## config.mk

```make
export PLATFORM = sky130hd
export DESIGN_NAME = if_fetch_flat
export DESIGN_NICKNAME = d
export VERILOG_FILES = /design/src/rtl/if_fetch_if.sv /design/src/rtl/if_fetch.sv /design/src/flat_wrapper.sv
export SDC_FILE = /design/constraint.sdc
export NUM_CORES = 1
export LEC_CHECK = 0
export BUFFER_PORTS_ARGS = -buffer_cell sky130_fd_sc_hd__buf_2
export CAP_MARGIN = 30
export CORE_MARGIN = 2
export CORE_UTILIZATION = 54
export CTS_BUF_LIST = sky130_fd_sc_hd__clkbuf_4 sky130_fd_sc_hd__clkbuf_8 sky130_fd_sc_hd__clkbuf_16
export DETAILED_ROUTE_END_ITERATION = 7
export PLACE_DENSITY = 0.78
export RECOVER_POWER = 100
export SLEW_MARGIN = 5
export SYNTH_ARGS = -nofsm -noshare
export SYNTH_HDL_FRONTEND = slang
export SYNTH_SLANG_ARGS = --single-unit
```

## constraint.sdc

```tcl
create_clock -name clk -period 2.65 [get_ports clk]
set_clock_uncertainty 0.05 [all_clocks]
set_input_delay 0.53 -clock clk [delete_from_list [all_inputs] [get_ports clk]]
set_output_delay 0.53 -clock clk [all_outputs]
set_load 0.02 [all_outputs]
```

## src/rtl/if_fetch_if.sv

```systemverilog
// Byte-wide shared memory port between the instruction-fetch engine and the
// memory arbiter. The fetch engine is the master: it drives the address and
// read strobe; the arbiter/memory side answers with a grant and, one cycle
// after a granted read, the read byte.
interface if_fetch_if #(
    parameter int ADDR_W = 32
);
    logic              mem_grant;
    logic [7:0]        mem_din;
    logic [ADDR_W-1:0] mem_a;
    logic              mem_rd;

    modport master (
        input  mem_grant,
        input  mem_din,
        output mem_a,
        output mem_rd
    );

    modport slave (
        output mem_grant,
        output mem_din,
        input  mem_a,
        input  mem_rd
    );
endinterface

```

## src/rtl/if_fetch.sv

```systemverilog
// Instruction-fetch engine between the PC register and the IF/ID register.
// Latches the PC, assembles a 32-bit little-endian instruction from four byte
// reads on the shared memory port, hands PC+4 back to the PC register and
// presents instruction+PC to decode. Requests an upstream stall while a fetch
// is outstanding and follows the pipeline controller's stall code and flush.
//
// Optional feature: define IF_ICACHE_EN to add a direct-mapped instruction
// cache of 2^CACHE_IDX_W words. Each entry carries a parity bit over data and
// tag; an entry whose parity no longer matches is treated as a miss.
module if_fetch #(
    parameter int ADDR_W      = 32,
    parameter int CACHE_IDX_W = 6
) (
    input  logic              clk,
    input  logic              rst_n,
    input  logic [ADDR_W-1:0] pc_i,
    input  logic [1:0]        stall,
    input  logic              flush,
    if_fetch_if.master        mem,
    output logic              stallreq_o,
    output logic [ADDR_W-1:0] pc_next_o,
    output logic [31:0]       inst_o,
    output logic [ADDR_W-1:0] pc_o,
    output logic              inst_valid_o
);

    typedef enum logic [1:0] {
        S_IDLE  = 2'b00,
        S_FETCH = 2'b01,
        S_DONE  = 2'b10
    } state_t;

    localparam logic [1:0] STALL_PASS = 2'b00;
    localparam logic [1:0] STALL_HOLD = 2'b01;
    localparam logic [1:0] STALL_BUBB = 2'b10;

    state_t            state_r;
    state_t            state_s;
    logic [ADDR_W-1:0] pc_r;
    logic [ADDR_W-1:0] pc_next_r;
    logic [ADDR_W-1:0] pc_o_r;
    logic [2:0]        issue_cnt_r;
    logic [2:0]        recv_cnt_r;
    logic              pend_r;
    logic [23:0]       word_r;
    logic [31:0]       inst_r;
    logic              valid_r;
    logic              stallreq_r;

    logic              rd_s;
    logic              cap_s;
    logic              last_s;
    logic              hit_s;
    logic              load_hit_s;
    logic [31:0]       hit_word_s;
    logic [31:0]       fill_word_s;

    // Memory-side strobes: issue while granted and bytes remain, capture the
    // byte of last cycle's granted read; a flush suppresses both.
    always_comb begin
        rd_s   = 1'b0;
        cap_s  = 1'b0;
        last_s = 1'b0;
        if ((state_r == S_FETCH) && !flush) begin
            rd_s   = mem.mem_grant && (issue_cnt_r < 3'd4);
            cap_s  = pend_r;
            last_s = pend_r && (recv_cnt_r == 3'd3);
        end else begin
            rd_s   = 1'b0;
            cap_s  = 1'b0;
            last_s = 1'b0;
        end
    end

    // The top byte arrives on the bus in the cycle the word completes.
    assign fill_word_s = {mem.mem_din, word_r};
    assign load_hit_s  = (state_r == S_IDLE) && !flush && hit_s;

    // Next-state decode; flush overrides everything, including the stall code.
    always_comb begin
        state_s = state_r;
        if (flush) begin
            state_s = S_IDLE;
        end else begin
            case (state_r)
                S_IDLE: begin
                    if (hit_s) begin
                        state_s = S_DONE;
                    end else begin
                        state_s = S_FETCH;
                    end
                end
                S_FETCH: begin
                    if (last_s) begin
                        state_s = S_DONE;
                    end else begin
                        state_s = S_FETCH;
                    end
                end
                S_DONE: begin
                    case (stall)
                        STALL_PASS: state_s = S_IDLE;
                        STALL_BUBB: state_s = S_IDLE;
                        STALL_HOLD: state_s = S_DONE;
                        // Undefined code: keep the instruction rather than lose it.
                        default:    state_s = S_DONE;
                    endcase
                end
                default: state_s = S_IDLE;
            endcase
        end
    end

    // State register plus the state-decoded handshake flags, registered so
    // they only ever change on a clock edge.
    always_ff @(posedge clk or negedge rst_n) begin
        if (!rst_n) begin
            state_r    <= S_IDLE;
            valid_r    <= 1'b0;
            stallreq_r <= 1'b1;
        end else begin
            state_r    <= state_s;
            valid_r    <= (state_s == S_DONE);
            stallreq_r <= (state_s != S_DONE);
        end
    end

    // PC latch in IDLE, together with its precomputed successor (wraps at 2^ADDR_W).
    always_ff @(posedge clk or negedge rst_n) begin
        if (!rst_n) begin
            pc_r      <= {ADDR_W{1'b0}};
            pc_next_r <= ADDR_W'(3'd4);
        end else if ((state_r == S_IDLE) && !flush) begin
            pc_r      <= pc_i;
            pc_next_r <= pc_i + ADDR_W'(3'd4);
        end
    end

    // Issue/receive byte counters and the one-cycle read-pending flag; both
    // counters restart whenever the engine is not actively fetching.
    always_ff @(posedge clk or negedge rst_n) begin
        if (!rst_n) begin
            issue_cnt_r <= 3'd0;
            recv_cnt_r  <= 3'd0;
            pend_r      <= 1'b0;
        end else begin
            pend_r <= rd_s;
            if ((state_r != S_FETCH) || flush) begin
                issue_cnt_r <= 3'd0;
                recv_cnt_r  <= 3'd0;
            end else begin
                if (rd_s) begin
                    issue_cnt_r <= issue_cnt_r + 3'd1;
                end
                if (cap_s) begin
                    recv_cnt_r <= recv_cnt_r + 3'd1;
                end
            end
        end
    end

    // Byte assembly (little-endian) and loading of the presented instruction,
    // either from the completed fetch or from a cache hit.
    always_ff @(posedge clk or negedge rst_n) begin
        if (!rst_n) begin
            word_r <= 24'h000000;
            inst_r <= 32'h00000000;
            pc_o_r <= {ADDR_W{1'b0}};
        end else begin
            if (cap_s) begin
                case (recv_cnt_r)
                    3'd0:    word_r[7:0]   <= mem.mem_din;
                    3'd1:    word_r[15:8]  <= mem.mem_din;
                    3'd2:    word_r[23:16] <= mem.mem_din;
                    default: word_r        <= word_r;
                endcase
            end
            if (last_s) begin
                inst_r <= fill_word_s;
                pc_o_r <= pc_r;
            end else if (load_hit_s) begin
                inst_r <= hit_word_s;
                pc_o_r <= pc_i;
            end
        end
    end

`ifdef IF_ICACHE_EN
    localparam int TAG_W = ADDR_W - CACHE_IDX_W - 2;
    localparam int DEPTH = 1 << CACHE_IDX_W;

    function automatic logic entry_parity(input logic [31:0] data, input logic [TAG_W-1:0] tag);
        return ^{data, tag};
    endfunction

    logic [31:0]            cdata_r [DEPTH];
    logic [TAG_W-1:0]       ctag_r  [DEPTH];
    logic [DEPTH-1:0]       cpar_r;
    logic [DEPTH-1:0]       cvalid_r;
    logic [CACHE_IDX_W-1:0] ridx_s;
    logic [CACHE_IDX_W-1:0] widx_s;
    logic [TAG_W-1:0]       rtag_s;
    logic [TAG_W-1:0]       wtag_s;

    assign ridx_s = pc_i[CACHE_IDX_W+1:2];
    assign rtag_s = pc_i[ADDR_W-1:CACHE_IDX_W+2];
    assign widx_s = pc_r[CACHE_IDX_W+1:2];
    assign wtag_s = pc_r[ADDR_W-1:CACHE_IDX_W+2];

    // Lookup of pc_i: hit needs a valid entry, matching tag and intact parity.
    always_comb begin
        hit_s      = 1'b0;
        hit_word_s = cdata_r[ridx_s];
        if (cvalid_r[ridx_s] && (ctag_r[ridx_s] == rtag_s) &&
            (entry_parity(cdata_r[ridx_s], ctag_r[ridx_s]) == cpar_r[ridx_s])) begin
            hit_s = 1'b1;
        end else begin
            hit_s = 1'b0;
        end
    end

    // Data/tag storage, filled only on a completed (never an aborted) fetch.
    always_ff @(posedge clk) begin
        if (last_s) begin
            cdata_r[widx_s] <= fill_word_s;
            ctag_r[widx_s]  <= wtag_s;
        end
    end

    // Valid and parity bits; reset clears every valid bit, flush leaves them.
    always_ff @(posedge clk or negedge rst_n) begin
        if (!rst_n) begin
            cvalid_r <= {DEPTH{1'b0}};
            cpar_r   <= {DEPTH{1'b0}};
        end else if (last_s) begin
            cvalid_r[widx_s] <= 1'b1;
            cpar_r[widx_s]   <= entry_parity(fill_word_s, wtag_s);
        end
    end
`else
    assign hit_s      = 1'b0;
    assign hit_word_s = 32'h00000000;
`endif

    assign mem.mem_rd   = rd_s;
    assign mem.mem_a    = pc_r + ADDR_W'(issue_cnt_r);
    assign stallreq_o   = stallreq_r;
    assign pc_next_o    = pc_next_r;
    assign inst_o       = inst_r;
    assign pc_o         = pc_o_r;
    assign inst_valid_o = valid_r;

endmodule

```

## src/flat_wrapper.sv

```systemverilog
// flat-port wrapper written by rule: the top's interface ports become plain ports
module if_fetch_flat 
#(
    parameter int ADDR_W      = 32,
    parameter int CACHE_IDX_W = 6
)
  (clk, rst_n, pc_i, stall, flush, stallreq_o, pc_next_o, inst_o, pc_o, inst_valid_o, mem_mem_grant, mem_mem_din, mem_mem_a, mem_mem_rd);
  if_fetch_if #(.ADDR_W(ADDR_W)) mem_i ();
  input  logic clk;
  input  logic rst_n;
  input  logic [ADDR_W-1:0] pc_i;
  input  logic [1:0] stall;
  input  logic flush;
  output logic stallreq_o;
  output logic [ADDR_W-1:0] pc_next_o;
  output logic [31:0] inst_o;
  output logic [ADDR_W-1:0] pc_o;
  output logic inst_valid_o;
  input wire logic [$bits(mem_i.mem_grant)-1:0] mem_mem_grant;
  input wire logic [$bits(mem_i.mem_din)-1:0] mem_mem_din;
  output wire logic [$bits(mem_i.mem_a)-1:0] mem_mem_a;
  output wire logic [$bits(mem_i.mem_rd)-1:0] mem_mem_rd;
  assign mem_i.mem_grant = mem_mem_grant;
  assign mem_i.mem_din = mem_mem_din;
  assign mem_mem_a = mem_i.mem_a;
  assign mem_mem_rd = mem_i.mem_rd;
  if_fetch #(.ADDR_W(ADDR_W), .CACHE_IDX_W(CACHE_IDX_W)) u_core (.clk(clk), .rst_n(rst_n), .pc_i(pc_i), .stall(stall), .flush(flush), .mem(mem_i), .stallreq_o(stallreq_o), .pc_next_o(pc_next_o), .inst_o(inst_o), .pc_o(pc_o), .inst_valid_o(inst_valid_o));
endmodule
```

==> metrics.txt, run 1 <==
outcome finished with violations; failing checks negative setup slack; Final Non-Filler Cells 1059; Post-Synthesis Cell Area 7330 µm²; CTS tree yes; most common cell in the netlist dfrtp_1; Fin. Hold Viols 0; flop and latch count out of synthesis 161; PwrDens 622.2 nW/µm²; Post-Route WL 18.46 mm; top post-synthesis cells by area dfrtp_1 (54%), mux2_2 (12%), nand2_1 (6.8%), xor2_1 (3.2%), o21ai_0 (2.5%); global-route usage over all layers 25.90%; Setup-failing EPs final 28; Commonest cells post-synth dfrtp_1 (159), nand2_1 (133), mux2_2 (81), o21ai_0 (37), nor2_1 (30); Flop pwr share 46.5%; Max Slew Vio Count 0; critical path class reg2out; Die Y-Extent 120.5 µm; leakage power total 4.625 nW; GPL Wtd Cong 0.8661; vias post-DR 5823; clk sink count 161; CP Buf/Inv Count 3; H-tree levels 4; warnings from Yosys 0; Startpoint Class flop; Die Wd 120.5 µm; Achievable Freq 348.0 MHz; worst vdd ir 0.4951 mV; Starting Density 55.35%; ant diodes 0; first-pass GRT wire length 29.31 mm; Total Nets Final 927; Req. time, crit path 2.07 ns; Seq/Total Area, Yosys 55.00%; Post-synth EDFFs 0; total power 0.005911 W; HPWL Detailed 12.52 mm; Die ar. 14520 µm²; max_cap viols 0; io pins 177; Switch Pwr 0.001717 W; CTS buffer count 17; ys flop type dfrtp_1; CP delay by family, top buffers and inverters; Avg WL per Cell 17.43 µm; HP Class in2reg; top fanout value on the critical path 4; worst path cell trace buf_6 -> fa_2 -> a21o_1 -> nand2_2 -> buf_6 -> nor4_4 -> xor2_1 -> buf_4; vias per cell 5.499; Crit path top cell by count buf_6; Clock Latency Late Sink 0.42 ns; layout cells sized above 1 31.48%; Clock Tree Buf Depth 2; Tmin final 2.873 ns; I/O Buffers 175; Mapped Avg Cell Area 10.87 µm²; Overflow after GRT 0; Internal 0.004194 W; area of the core 13240 µm²; clock slew at reported path FFs 0.06 ns; fin crit share 108.4%; Critical Path End Type output port; Setup WS post-layout -0.2234 ns; Sw Share 29.05%; Yosys top cell by area dfrtp_1; crit path DAT 2.29 ns; largest stage delay on the critical path 0.43 ns; combinational share of power 14.1%; clock share of power 39.4%; syn nets 731; Post-Synthesis Cells 674; cell row count 42; number of remaining DRC errors 0; Initial DRT Pass Iterations 5; Worst Tran Pin Value 1.385 ns; Critical-path top delay cell dfrtp_1; Placed Cells 1006; root buf cell clkbuf_16; largest net degree at the start of global routing 75; top cell type's share of synthesized area 54.28%; Synth cell types 45; vias in the first global route 5802; DR iter-0 viols 343; relative slew slack 7.658%; FFs w/ async S/R, synth 100.0%; antenna violations before repair 0; Antenna Nets Post-Route 0; area grow syn2layout 29.62%; RSZ-0062 raised after global routing true
==> stage by stage <==
stage	hold slack [ns]	instance area (µm²)	worst slack [ns]	util [%]	setup TNS, ns
6_report	0.2534	9500	-0.2234	71.74	-3.835
5_1_grt	0.2394	9500	-0.3004	71.74	-6.170
4_1_cts	0.02678	9540	-0.2155	72.04	-4.776
3_5_place_dp	0.4176	8488	0.04696	64.10	0
3_3_place_gp	0.4110	8488	0.06934	64.10	0
2_1_floorplan	0.1844	7345	0.02102	-	0
==> metal layers <==
metal | track usage [%] | vias to the layer above | share of wire, %
met1 | 33.74 | 2883 | 43
met3 | 6.321 | 39 | 5.6
met5 | 0 | - | 0
met2 | 41.84 | 176 | 49
li1 | - | 2725 | -
met4 | 10.47 | 0 | 2.4
==> layout by cell type (no fill, tap or decap), types with 4 or more instances in the layout <==
master     count
a31oi_1       11
and2_1         4
and4_1         6
buf_2         46
buf_4         50
buf_6          5
clkbuf_1     103
clkbuf_16     17
clkbuf_4       4
dfrtp_1      154
dfrtp_2        5
ha_1           7
inv_1         14
inv_6          5
mux2_2        81
nand2_1      132
nand3_1       15
nand4_1       11
nor2_1        25
nor3_1         6
nor3_2         4
nor4_1         4
nor4_4        12
o21ai_0       37
o31ai_1        4
or3_1          6
xnor2_1       16
xor2_1        27
==> final timing paths <==
path | slack, ns | cells after the start | end | start
max in group asynchronous | 0.38 | 2 | u_core.pc_r[11] | rst_n
max reg2reg | 0.36 | 5 | u_core.pc_o[8] | u_core.recv_cnt_r[0]
max | -0.22 | 8 | mem_mem_a[22] | u_core.issue_cnt_r[1]
min in group asynchronous | 0.37 | 1 | u_core.inst_o[10] | rst_n
min reg2reg | 0.43 | 2 | u_core.pc_next_o[2] | u_core.pc_next_o[2]
min | 0.25 | 3 | u_core.pc_next_o[1] | pc_i[1]
==> power groups by stage <==
stage	combinational [W]	clock, W	sequential [W]
floorplan	0.000366	0	0.00283
global placement	0.000760	0	0.00278
detailed placement	0.000778	0	0.00279
CTS	0.000849	0.00237	0.00274
global route	0.000912	0.00249	0.00277
finish	0.000834	0.00233	0.00275
==> repair_timing <==
| action | in CTS | in global routing |
|---|---|---|
| setup buffers | 12 | 8 |
| endpoints found under the setup margin | 28 | 28 |
| gates resized for setup | 81 | 22 |
| pin swaps | 25 | 17 |
| hold buffers | 0 | 0 |
| gates cloned | 1 | 0 |
==> worst min-delay path: stages <==
cell,delay (ns)
buf_2,0.08
nand2_1,0.04
nand2_1,0.05
==> final cells by class <==
cell class	instances	area, µm²
clock buffers	19	446.7
flip-flops and latches	161	4038
multi-input cells	462	3463
well taps	176	220.2
repair buffers	214	1161
fillers	1002	3742
clock inverters	13	118.9
inverters	14	52.55
==> flip-flops by register name, summed over array words and instances (netlist names) <==
register	flops
u_core.recv_cnt_r	3
u_core.pc_r	30
u_core.inst_valid_o	1
u_core.issue_cnt_r	3
u_core.pc_o	32
u_core.inst_o	32
u_core.stallreq_o	1
u_core.pend_r	1
u_core.pc_next_o	32
u_core.word_r	24
u_core.state_r	2
==> cells by family after synthesis <==
kind of cell,synth area share (%)
xor+xnor,5.497
mux,12.72
compound gates,5.139
flops,55.00
fa+ha+maj,1.980
simple gates,16.90
buf+inv,2.765
No activity file was read; power rests on OpenSTA's default activity.
==> inputs of run 2 (changes only) <==
--- a/config.mk
+++ b/config.mk
@@ -11,7 +11,7 @@
 export CORE_UTILIZATION = 54
 export CTS_BUF_LIST = sky130_fd_sc_hd__clkbuf_4 sky130_fd_sc_hd__clkbuf_8 sky130_fd_sc_hd__clkbuf_16
 export DETAILED_ROUTE_END_ITERATION = 7
-export PLACE_DENSITY = 0.78
+export PLACE_DENSITY = 0.77
 export RECOVER_POWER = 100
 export SLEW_MARGIN = 5
 export SYNTH_ARGS = -nofsm -noshare
==> metrics.txt, run 2 (same netlist as run 1, synthesis figures left out) <==
Die Wd 120.5 µm; Final Non-Filler Cells 1059; largest net degree at the start of global routing 64; Total Nets Final 927; Die Y-Extent 120.5 µm; total power 0.005905 W; crit path DAT 2.40 ns; GPL Wtd Cong 0.8848; fin crit share 112.6%; max_cap viols 0; worst vdd ir 0.4710 mV; antenna violations before repair 0; Clock Latency Late Sink 0.42 ns; Setup-failing EPs final 28; CP Buf/Inv Count 2; clock share of power 38.8%; FF/Latch Area 4036 µm²; Switch Pwr 0.001748 W; combinational share of power 14.4%; Sw Share 29.59%; area grow syn2layout 32.45%; clk sink count 161; root buf cell clkbuf_16; largest stage delay on the critical path 0.40 ns; H-tree levels 4; Overflow after GRT 0; hold path depth 3; total negative slack -4.318 ns; Internal 0.004158 W; Critical Path End Type output port; cell row count 42; top fanout value on the critical path 3; vias post-DR 5973; number of remaining DRC errors 0; clock slew at reported path FFs 0.06 ns; Hold Buf Count CTS 0; Avg WL per Cell 19.01 µm; Antenna Nets Post-Route 0; Levels on crit path 8; Flop pwr share 46.9%; commonest non-fill, non-tap cell in the layout dfrtp_1; I/O Buffers 175; Clock Tree Buf Depth 2; Startpoint Class flop; first-pass GRT wire length 31.13 mm; worst r2r path cells 5; R2R setup slack 0.35 ns; critical path class reg2out; worst path cell trace ha_4 -> fa_2 -> a21o_1 -> nand2_4 -> buf_4 -> nor4_4 -> xor2_1 -> buf_4; HPWL Detailed 13.23 mm; PwrDens 608.3 nW/µm²; Max Slew Vio Count 0; Critical-path top delay cell dfrtp_1; vias in the first global route 5966; Setup WS post-layout -0.3339 ns; io pins 177; ant diodes 0; Initial DRT Pass Iterations 5; Die ar. 14520 µm²; global-route usage over all layers 27.78%; CTS tree yes; CTS buffer count 17; Tmin final 2.984 ns; area post-placement 8473 µm²; RSZ-0062 raised after global routing true; Achievable Freq 335.1 MHz; filler instances 912; failing checks negative setup slack; Final Cell Area 9708 µm²; Crit path top cell by count buf_4; HP Class in2reg; Fin. Hold Viols 0; area of the core 13240 µm²; relative slew slack 6.460%; Worst Tran Pin Value 1.403 ns; outcome finished with violations; DR iter-0 viols 421; Placed Cells 1004; leakage power total 5.067 nW; commonest cells after routing, fill and taps aside dfrtp_1 (155), buf_2 (146), nand2_1 (132), mux2_2 (81), buf_4 (50); Starting Density 55.35%; Req. time, crit path 2.07 ns; CP delay by family, top simple AND/OR/NAND/NOR gates; Post-Route Utilization 73.31%; vias per cell 5.640; multi-input logic area 3527 µm²; layout cells sized above 1 43.60%; Post-Route WL 20.14 mm
==> run 2: through the flow <==
| step | hold WS (ns) | setup WS, ns |
|---|---|---|
| after floorplan | 0.1844 | 0.02102 |
| after global placement | 0.4111 | 0.1343 |
| after detailed placement | 0.4073 | 0.09135 |
| after CTS | 0.03146 | -0.1840 |
| after global routing | 0.2733 | -0.3499 |
| final | 0.2653 | -0.3339 |
==> run 2: final timing paths <==
check / from / end
max in group asynchronous: rst_n / u_core.pc_next_o[1]
setup reg to reg: u_core.state_r[1] / u_core.pc_next_o[18]
hold reg to reg: u_core.pc_next_o[3] / u_core.pc_next_o[3]
setup / recovery: u_core.pc_next_o[0] / mem_mem_a[20]
hold / removal: pc_i[1] / u_core.pc_next_o[1]
min in group asynchronous: rst_n / u_core.inst_o[10]
==> run 2: timing repair <==
| item | in CTS | in global routing |
|---|---|---|
| endpoints found under the setup margin | 28 | 28 |
| pin swaps | 29 | 27 |
| hold endpoints to repair | 0 | 0 |
| buffers inserted | 13 | 8 |
| resized for setup | 83 | 33 |
| gates cloned | 2 | 0 |
==> run 2: worst reg2reg max path: stages, from the launching register on <==
cell      delay (ns)
dfrtp_1         0.45
nor3_1          0.20
clkbuf_2        0.91
nand2_1         0.28
a31o_2          0.28
nand3_1         0.07
==> run 2: power by group through the flow <==
| stage | Combinational [W] | Clock, W | Sequential, W |
|---|---|---|---|
| finish | 0.000850 | 0.00229 | 0.00277 |
| global route | 0.000919 | 0.00244 | 0.00278 |
| CTS | 0.000841 | 0.00232 | 0.00275 |
| detailed placement | 0.000770 | 0 | 0.00279 |
| global placement | 0.000749 | 0 | 0.00278 |
| floorplan | 0.000366 | 0 | 0.00283 |
==> run 2: area by class of cell <==
class                           count  area share (%)
Sequential cell                   161           41.58
Multi-Input combinational cell    463           36.33
Timing Repair Buffer              213           13.62
Clock buffer                       17           4.382
Tap cell                          176           2.268
Clock inverter                     15           1.276
Inverter                           14          0.5413
==> run 2: metal layers <==
metal  global-route usage, %  wire (µm)  up-vias
met1                   35.36       7990     2935
met4                   11.92        657        0
met3                   6.509       1401       50
li1                        -          -     2728
met5                       0          0        -
met2                   45.66      10090      260
